File: src/rtl/fetch_pc_ctrl_pkg.sv
// Shared types for the fetch PC sequencer: PC width, 2-bit predictor counter
// encodings and the BTB entry layout.
package fetch_pc_ctrl_pkg;

    localparam int PC_W = 13;

    typedef enum logic [1:0] {
        SNT = 2'b00,
        WNT = 2'b01,
        WT  = 2'b10,
        ST  = 2'b11
    } ctr_e;

    // The tag is kept at full PC width so the struct does not depend on the
    // index width; only pc >> INDEX_W is ever stored in it.
    typedef struct packed {
        logic            valid;
        logic [PC_W-1:0] tag;
        logic [PC_W-1:0] target;
        ctr_e            ctr;
    } btb_entry_t;

endpackage

File: src/rtl/btb_table.sv
// Direct-mapped branch target buffer: one combinational lookup port and one
// training port with 2-bit saturating-counter update, synchronous reset.
module btb_table
    import fetch_pc_ctrl_pkg::*;
#(
    parameter int ENTRIES = 16,
    parameter int INDEX_W = 4
) (
    input  logic            clk,
    input  logic            rst,
    input  logic [PC_W-1:0] rd_pc,
    output logic            rd_taken,
    output logic [PC_W-1:0] rd_target,
    input  logic            wr_en,
    input  logic [PC_W-1:0] wr_pc,
    input  logic            wr_taken,
    input  logic [PC_W-1:0] wr_target
);

    btb_entry_t table_r [ENTRIES];

    btb_entry_t       rd_entry_s;
    btb_entry_t       wr_old_s;
    btb_entry_t       wr_new_s;
    logic             wr_we_s;
    logic [INDEX_W-1:0] rd_idx_s;
    logic [INDEX_W-1:0] wr_idx_s;

    function automatic logic [PC_W-1:0] tag_of(input logic [PC_W-1:0] pc);
        return pc >> INDEX_W;
    endfunction

    function automatic ctr_e ctr_next(input ctr_e ctr, input logic taken);
        ctr_e r;
        case (ctr)
            SNT:     r = taken ? WNT : SNT;
            WNT:     r = taken ? WT  : SNT;
            WT:      r = taken ? ST  : WNT;
            ST:      r = taken ? ST  : WT;
            default: r = WNT;
        endcase
        return r;
    endfunction

    assign rd_idx_s = rd_pc[INDEX_W-1:0];
    assign wr_idx_s = wr_pc[INDEX_W-1:0];

    // Lookup: predict taken only on a valid tag hit with the counter in a taken state
    always_comb begin
        rd_entry_s = table_r[rd_idx_s];
        rd_target  = rd_entry_s.target;
        if (rd_entry_s.valid && (rd_entry_s.tag == tag_of(rd_pc)) && rd_entry_s.ctr[1]) begin
            rd_taken = 1'b1;
        end else begin
            rd_taken = 1'b0;
        end
    end

    // Training: update counter/target on a hit, allocate on a taken miss
    always_comb begin
        wr_old_s = table_r[wr_idx_s];
        wr_new_s = wr_old_s;
        wr_we_s  = 1'b0;
        if (wr_en) begin
            if (wr_old_s.valid && (wr_old_s.tag == tag_of(wr_pc))) begin
                wr_we_s      = 1'b1;
                wr_new_s.ctr = ctr_next(wr_old_s.ctr, wr_taken);
                if (wr_taken) begin
                    wr_new_s.target = wr_target;
                end else begin
                    wr_new_s.target = wr_old_s.target;
                end
            end else if (wr_taken) begin
                wr_we_s  = 1'b1;
                wr_new_s = '{valid: 1'b1, tag: tag_of(wr_pc), target: wr_target, ctr: WT};
            end else begin
                wr_we_s = 1'b0;
            end
        end else begin
            wr_we_s = 1'b0;
        end
    end

    // Table storage; reset leaves every entry invalid with a weakly-not-taken counter
    always_ff @(posedge clk) begin
        if (rst) begin
            for (int i = 0; i < ENTRIES; i++) begin
                table_r[i] <= '{valid: 1'b0, tag: {PC_W{1'b0}}, target: {PC_W{1'b0}}, ctr: WNT};
            end
        end else if (wr_we_s) begin
            table_r[wr_idx_s] <= wr_new_s;
        end
    end

endmodule

File: src/rtl/fetch_pc_ctrl.sv
// Fetch PC register, next-PC selection and flush generation.
// Define FETCH_BPRED_EN to instantiate the BTB predictor; otherwise fetch is sequential.
module fetch_pc_ctrl
    import fetch_pc_ctrl_pkg::*;
#(
    parameter int              BTB_ENTRIES = 16,
    parameter int              INDEX_W     = 4,
    parameter logic [PC_W-1:0] RESET_PC    = 13'h0000
) (
    input  logic            clk,
    input  logic            rst,
    input  logic            stall,
    input  logic            fail_predict,
    input  logic [PC_W-1:0] d_nextpc,
    input  logic [PC_W-1:0] d_pc,
    input  logic            d_resolve,
    input  logic            d_taken,
    output logic [PC_W-1:0] f_pc,
    output logic [PC_W-1:0] f_pc_predicted,
    output logic            flush
);

    logic [PC_W-1:0] f_pc_r;
    logic            pred_taken_s;
    logic [PC_W-1:0] pred_target_s;

`ifdef FETCH_BPRED_EN
    btb_table #(
        .ENTRIES (BTB_ENTRIES),
        .INDEX_W (INDEX_W)
    ) u_btb (
        .clk       (clk),
        .rst       (rst),
        .rd_pc     (f_pc_r),
        .rd_taken  (pred_taken_s),
        .rd_target (pred_target_s),
        .wr_en     (d_resolve),
        .wr_pc     (d_pc),
        .wr_taken  (d_taken),
        .wr_target (d_nextpc)
    );
`else
    logic unused_inputs_s;

    assign pred_taken_s    = 1'b0;
    assign pred_target_s   = {PC_W{1'b0}};
    assign unused_inputs_s = ^{d_resolve, d_pc, d_taken, 32'(BTB_ENTRIES), 32'(INDEX_W)};
`endif

    // Predicted successor of the current fetch PC
    always_comb begin
        if (pred_taken_s) begin
            f_pc_predicted = pred_target_s;
        end else begin
            f_pc_predicted = f_pc_r + 13'd1;
        end
    end

    // Fetch PC: reset, then redirect (which beats stall), then hold, then prediction
    always_ff @(posedge clk) begin
        if (rst) begin
            f_pc_r <= RESET_PC;
        end else if (fail_predict) begin
            f_pc_r <= d_nextpc;
        end else if (stall) begin
            f_pc_r <= f_pc_r;
        end else begin
            f_pc_r <= f_pc_predicted;
        end
    end

    assign f_pc  = f_pc_r;
    assign flush = fail_predict & ~rst;

endmodule

File: config.mk
export PLATFORM = sky130hd
export DESIGN_NAME = fetch_pc_ctrl
export DESIGN_NICKNAME = d
export VERILOG_FILES = /design/src/rtl/fetch_pc_ctrl_pkg.sv /design/src/rtl/btb_table.sv /design/src/rtl/fetch_pc_ctrl.sv
export SDC_FILE = /design/constraint.sdc
export NUM_CORES = 1
export LEC_CHECK = 0
export CORE_ASPECT_RATIO = 0.7
export CORE_UTILIZATION = 33
export CTS_CLUSTER_SIZE = 10
export DETAILED_ROUTE_END_ITERATION = 16
export PLACE_DENSITY = 0.84
export SYNTH_ARGS = -nofsm -noshare
export SYNTH_HDL_FRONTEND = slang
export SYNTH_SLANG_ARGS = --single-unit
export TNS_END_PERCENT = 20
File: constraint.sdc
create_clock -name clk -period 1.4 [get_ports clk]
set_input_delay 0.14 -clock clk [delete_from_list [all_inputs] [get_ports clk]]
set_output_delay 0.14 -clock clk [all_outputs]
set_load 0.1 [all_outputs]
==> results.cfg, run 1 <==
[clocking]
clock_latency_ps = 250
clkTransAtPathRegs_ps = 50
cts.path.max_buffers = 2
cts_root_buf = clkbuf_8
cts-buffers-inserted = 3
numClockSinks = 13
cts_setup_buffers = 0
cts_max_level = 1
cts_tree = built

[layout]
drive_above_1_share = 0.6219
mostFrequentLayoutCell = buf_4
finish.utilization = 0.9533
final_cell_mix = buf_4, buf_12, clkdlybuf4s50_1
largest_register_ffs = 13
syn_to_final_growth_pct = 162.6
num_antenna_cells = 0
nets = 235
fin_area_um2 = 2451

[outcome]
violations = negative setup slack
status = finished, violations left

[yosys]
async_reset_ff_frac = 0
synthCells = 116
ys_warn_count = 0
syn_area_per_cell_um2 = 8.047
ys_ff_latch = 13
yosysSeqAreaShare = 0.2788
syn_nets = 149
yosysUniqueCellTypes = 41
netlist_area_um2 = 933.4
synth-edff-count = 0
synth_flop_cell = dfxtp_1

[sta]
drv_slew = 0
fin_skew_ps = 2.464
setup_viol = 19
finalHoldViolCount = 0
rsz0062_at_grt = true
fmax_mhz = 569.5
min_period_over_period = 1.254
worst_slack_ps = -356.0
hold_slack_ps = 465.7
worst_slew_pin_slew_ps = 368.8
tns_ps = -3751
slew_headroom = 0.7541
period_needed_ps = 1756

[routing]
routed_wl_mm = 5.004
antenna_left = 0
route.detailed.drc = 0
firstDrtPassIters = 4
wl_met1_mm = 1.984
top_layer = met4
num_vias = 1373
via_per_inst = 5.843
wl_met3_um = 378
wire_per_inst_um = 21.29
drtIter0Drc = 76
route.met2.wl_mm = 2.464

[die]
die-area_um2 = 3048
ios = 59
core_region_area_um2 = 2571
rows = 15
die_x_um = 65.57
start_util = 0.3630
dieHeight_um = 46.50

[critical_path]
reg2reg_to = f_pc[12]
arrival_ps = 1620
critPathKind = flip-flop to primary output
start_kind = flip-flop
r2r_slack_ps = -210
endpoint_kind = primary output
r2r_cells = 4
rr_startpoint = f_pc[5]
worstPathMaxFanout = 5
worstPathRequired_ps = 1260

[min_path]
hold_path_class = input port to flip-flop
whs_path_depth = 3
hp-start = stall
hold_end = f_pc[7]

[grt]
grt_pass1_wl_mm = 7.224
track_usage = 0.3312
overflow = 0
antenna_found_initial = 0
grt_max_degree = 16
grt_pass1_vias = 1369

[pwr]
power_leakage_nw = 1.005
power.density_nw_per_um2 = 760.7
ir_worst_vdd_v = 0.0007934

[flow_run]
drv_cap = 0

[placement]
gp_congestion = 0.9568
dpl_cell_area_um2 = 2267
portBuffers = 43
dp_hpwl_mm = 3.141
==> worst max-delay path by stage <==
stage	start	end	slack (ps)	cells past startpoint
after floorplan	f_pc[3]	f_pc_predicted[9]	-680	4
after global placement	stall	f_pc[9]	-230	4
after detailed placement	stall	f_pc[8]	-280	4
after CTS	f_pc[0]	f_pc_predicted[12]	-340	5
after global routing	f_pc[5]	f_pc_predicted[9]	-390	5
final	f_pc[5]	f_pc_predicted[10]	-360	5
==> cell type report <==
class,count,area (um^2)
repair buffers,88,1060
multi-input cells,89,978.4
well taps,34,42.54
flip-flops and latches,13,297.8
fillers,61,120.1
inverters,7,27.53
clock buffers,4,45.04
==> cell families after synthesis <==
family,Yosys count,share of synthesized area
AO/OA/AOI/OAI,23,0.1890
buffers and inverters,14,0.06566
XOR/XNOR,14,0.1314
multiplexers,1,0.01206
adder cells (fa/ha/maj),1,0.01340
AND/OR/NAND/NOR,50,0.3097
flip-flops,13,0.2788
==> per-stage QoR <==
step                power [W]  instances  worst slack [ps]
floorplan            0.001043        116            -676.7
global placement     0.001443        231            -229.2
detailed placement   0.001467        231            -279.4
CTS                  0.001828        235            -335.7
global route         0.001908        235            -387.1
finish               0.001865        235            -356.0
==> critical path, cell delays in order, from the launching register on <==
cell	delay, ps
dfxtp_4	370
nand4_4	180
buf_4	210
nor3_4	220
xor2_4	200
buf_12	190
==> routing by layer <==
layer | track usage | up-vias
li1 | - | 591
met1 | 0.3757 | 664
met2 | 0.6062 | 94
met3 | 0.1064 | 24
met4 | 0.09565 | 0
met5 | 0 | -
==> report_power, final <==
| group | total (W) | leakage [nW] | switching [W] | internal [W] |
|---|---|---|---|---|
| Clock | 0.000346 | 0.0228 | 0.000144 | 0.000202 |
| Sequential | 0.000435 | 0.114 | 0.0000398 | 0.000395 |
| Combinational | 0.00108 | 0.868 | 0.000661 | 0.000422 |
| Total | 0.00186 | 1.00 | 0.000845 | 0.00102 |
==> cell usage after synthesis, drive strengths merged, types with 2 or more instances <==
library cell | n | area [um^2]
a211oi | 3 | 27.52
a21oi | 3 | 15.01
a311oi | 4 | 35.03
buf | 3 | 20.01
clkbuf | 4 | 15.01
dfxtp | 13 | 260.3
inv | 6 | 22.52
nand2 | 7 | 26.28
nand3 | 4 | 20.02
nand4 | 3 | 31.28
nor2 | 15 | 56.30
nor3 | 3 | 15.01
nor4 | 3 | 18.77
o21ai | 3 | 15.01
o31a | 2 | 18.77
o31ai | 2 | 15.01
or2 | 3 | 18.77
or3 | 3 | 23.77
or4 | 4 | 30.03
xnor2 | 8 | 70.07
xor2 | 6 | 52.55
==> repair_timing <==
| action | CTS | global route |
|---|---|---|
| gates resized for setup | 17 | 10 |
| hold buffers | 0 | 0 |
| pin swaps | 8 | 7 |
| endpoints found under the setup margin | 19 | 23 |
Note: power is estimated with default switching activity, not from simulation.
==> run 2, diff against run 1 <==
Settings changed: CORE_MARGIN set to 3.
==> run 2 against run 1 <==
Against the previous run:
- the run now fails in global routing (5_1_grt)
- synthesized area stayed put
- synthesized cell count did not move
==> results.cfg, run 2 <==
[outcome]
status = stopped before the end
lastStage = global routing (5_1_grt)
error_line = [ERROR DPL-0033] detailed placement checks failed during check placement.

[yosys]
ys_warn_count = 0
syn_nets = 149
synth-edff-count = 0
synth_flop_cell = dfxtp_1
ys_ff_latch = 13
yosysUniqueCellTypes = 41
syn_area_per_cell_um2 = 8.047
yosysSeqAreaShare = 0.2788
synth.area.top_cells = dfxtp_1, xnor2_1, nor2_1
netlist_area_um2 = 933.4
synth_top_area_share = 0.2788
yosys.area.top_type = dfxtp_1
synthCells = 116
yosys.cell_count.top_type = nor2_1
async_reset_ff_frac = 0
synthTopCellsByCount = nor2_1, dfxtp_1, xnor2_1

[clocking]
cts_max_level = 1
cts-buffers-inserted = 3
cts_root_buf = clkbuf_8
numClockSinks = 13
cts.path.max_buffers = 2
postCtsHoldBufs = 0

[die]
start_util = 0.3630
dieHeight_um = 50.50
die_x_um = 69.57
rows = 15
ios = 59

[grt]
grt_max_degree = 16
antenna_found_initial = 0

[placement]
portBuffers = 43
dp_hpwl_mm = 3.237
gp_congestion = 0.9066

[sta]
worstEndpointGrtRepair = f_pc_predicted[10]
worst-ep-kind = top-level output
run 2: metrics by stage:
step | cells | worst slack, ps | area (um^2)
2_1_floorplan | 116 | -676.7 | 1239
3_3_place_gp | 227 | -187.8 | 2237
3_5_place_dp | 227 | -272.3 | 2237
4_1_cts | 233 | -368.2 | 2401
run 2: cells by family after synthesis:
kind of cell / count (synthesis) / share of synthesized area
compound gates: 23 / 0.1890
xor+xnor: 14 / 0.1314
fa+ha+maj: 1 / 0.01340
buf+inv: 14 / 0.06566
flops: 13 / 0.2788
mux: 1 / 0.01206
simple gates: 50 / 0.3097
run 2: repair_timing:
action | CTS
pin swaps | 9
buffers inserted | 2
resized for setup | 21
endpoints found under the setup margin | 18
==> run 3, diff against run 2 <==
Settings changed: CORE_ASPECT_RATIO 0.7 to not set, CORE_UTILIZATION 33 to 20, CTS_CLUSTER_SIZE 10 to not set, PLACE_DENSITY 0.84 to not set, PLACE_DENSITY_LB_ADDON set to 0.15.
Clock period 1.4 ns to 1.8 ns, I/O delays scaled along.
==> run 3 against run 2 <==
Against the previous run:
- the run now ends clean
==> results.cfg, run 3 (synthesis gave the netlist of run 1 again) <==
[outcome]
status = finished, final reports clean

[placement]
portBuffers = 43
gp_congestion = 0.8408
dpl_cell_area_um2 = 1907
dpl_worst_slack_ps = -1.709
dp_hpwl_mm = 2.369

[die]
die-area_um2 = 5523
dieHeight_um = 74.32
core_region_area_um2 = 4444
ios = 59
die_x_um = 74.32
rows = 24
start_util = 0.2100

[critical_path]
reg2reg_to = f_pc[12]
endpoint_kind = primary output
critPathKind = flip-flop to primary output
start_kind = flip-flop
worstPathMaxFanout = 5
r2r_cells = 5
arrival_ps = 1590
worstPathRequired_ps = 1620
r2r_slack_ps = 170
rr_startpoint = f_pc[0]

[layout]
syn_to_final_growth_pct = 122.5
fillerInstances = 448
finish.utilization = 0.4673
nets = 216
mostFrequentLayoutCell = buf_4
num_antenna_cells = 0
largest_register_ffs = 13
drive_above_1_share = 0.5275
fin_area_um2 = 2077
final_cell_mix = buf_4, clkdlybuf4s50_1, buf_12

[clocking]
cts-buffers-inserted = 3
clkTransAtPathRegs_ps = 70
clock_latency_ps = 250
cts_root_buf = clkbuf_8
cts_max_level = 1
numClockSinks = 13
cts_tree = built
cts.path.max_buffers = 2

[sta]
setup_viol = 0
fmax_mhz = 563.5
slew_headroom = 0.7784
worst_slack_ps = 25.28
fin_skew_ps = 4.952
worst_slew_pin_slew_ps = 329.3
min_period_over_period = 0.9860
period_needed_ps = 1775
rsz0062_at_grt = true
finalHoldViolCount = 0
drv_slew = 0

[grt]
met1_usage = 0.1562
grt_pass1_wl_mm = 5.271
grt_use_met3 = 0.02162
antenna_found_initial = 0
use_met2 = 0.2096
grt-busiest-layer = met2
overflow = 0
track_usage = 0.1230
grt_max_degree = 17
grt_pass1_vias = 1105

[pwr]
power_switching_w = 0.0006071
ir_worst_vdd_v = 0.0003671
p_int_w = 0.0007093
combPwrFrac = 0.529
power_leakage_nw = 0.8355
clkPwrFrac = 0.211
power.density_nw_per_um2 = 633.8
swShare = 0.4612
p_seq_frac = 0.260

[routing]
via_per_inst = 4.816
firstDrtPassIters = 4
antenna_left = 0
drtIter0Drc = 41
num_vias = 1127
route.detailed.drc = 0
routed_wl_mm = 3.150
wire_per_inst_um = 13.46

[min_path]
hp-start = d_nextpc[0]
whs_path_depth = 3
hold_path_class = input port to flip-flop
hold_end = f_pc[0]

[flow_run]
drv_cap = 0
## run 3: layout make-up
| cell class | instances | area (um^2) | share of cell area |
|---|---|---|---|
| Multi-Input combinational cell | 89 | 883.3 | 0.4253 |
| Timing Repair Buffer | 69 | 757.0 | 0.3645 |
| Sequential cell | 13 | 300.3 | 0.1446 |
| Tap cell | 52 | 65.06 | 0.03133 |
| Clock buffer | 4 | 45.04 | 0.02169 |
| Inverter | 7 | 26.28 | 0.01265 |
## run 3: worst max-delay path by stage
stage,start,end,slack [ps]
6_report,f_pc[0],f_pc_predicted[10],30
2_1_floorplan,f_pc[3],f_pc_predicted[9],-320
5_1_grt,f_pc[0],f_pc_predicted[10],-40
3_3_place_gp,stall,f_pc[12],50
3_5_place_dp,stall,f_pc[12],-2
4_1_cts,f_pc[0],f_pc_predicted[10],-40
## run 3: metal layers
layer | up-vias | part of all wire
met1 | 524 | 0.43
li1 | 559 | -
met4 | 0 | 0.011
met5 | - | 0
met3 | 2 | 0.062
met2 | 42 | 0.50
## run 3: stage by stage
stage	TNS (ps)	total power, W	cells	hold slack [ps]
2_1_floorplan	-2309	0.0008114	116	252.7
3_3_place_gp	0	0.001024	218	553.5
3_5_place_dp	-1.709	0.001028	218	569.0
4_1_cts	-84.74	0.001320	227	470.5
5_1_grt	-81.82	0.001366	234	491.5
6_report	0	0.001316	234	475.2
## run 3: timing repair
item | 4_1_cts | 5_1_grt
hold buffers | 0 | 0
buffers inserted | 5 | 7
gates resized for setup | 3 | 5
setup endpoints to repair | 7 | 7
cloned | 0 | 0
pin swaps | 4 | 5
## run 3: critical path, cell delays in order, from the launching register on
cell and delay, ps:
dfxtp_4 400, ha_4 160, nand3_4 140, nor3_4 280
xor2_4 180, buf_12 190
## run 3: power groups by stage
| stage | Combinational (W) | Clock, W | Sequential [W] |
|---|---|---|---|
| 2_1_floorplan | 0.000305 | 0 | 0.000507 |
| 3_3_place_gp | 0.000661 | 0 | 0.000363 |
| 3_5_place_dp | 0.000664 | 0 | 0.000364 |
| 4_1_cts | 0.000690 | 0.000285 | 0.000344 |
| 5_1_grt | 0.000725 | 0.000296 | 0.000345 |
| 6_report | 0.000696 | 0.000278 | 0.000342 |
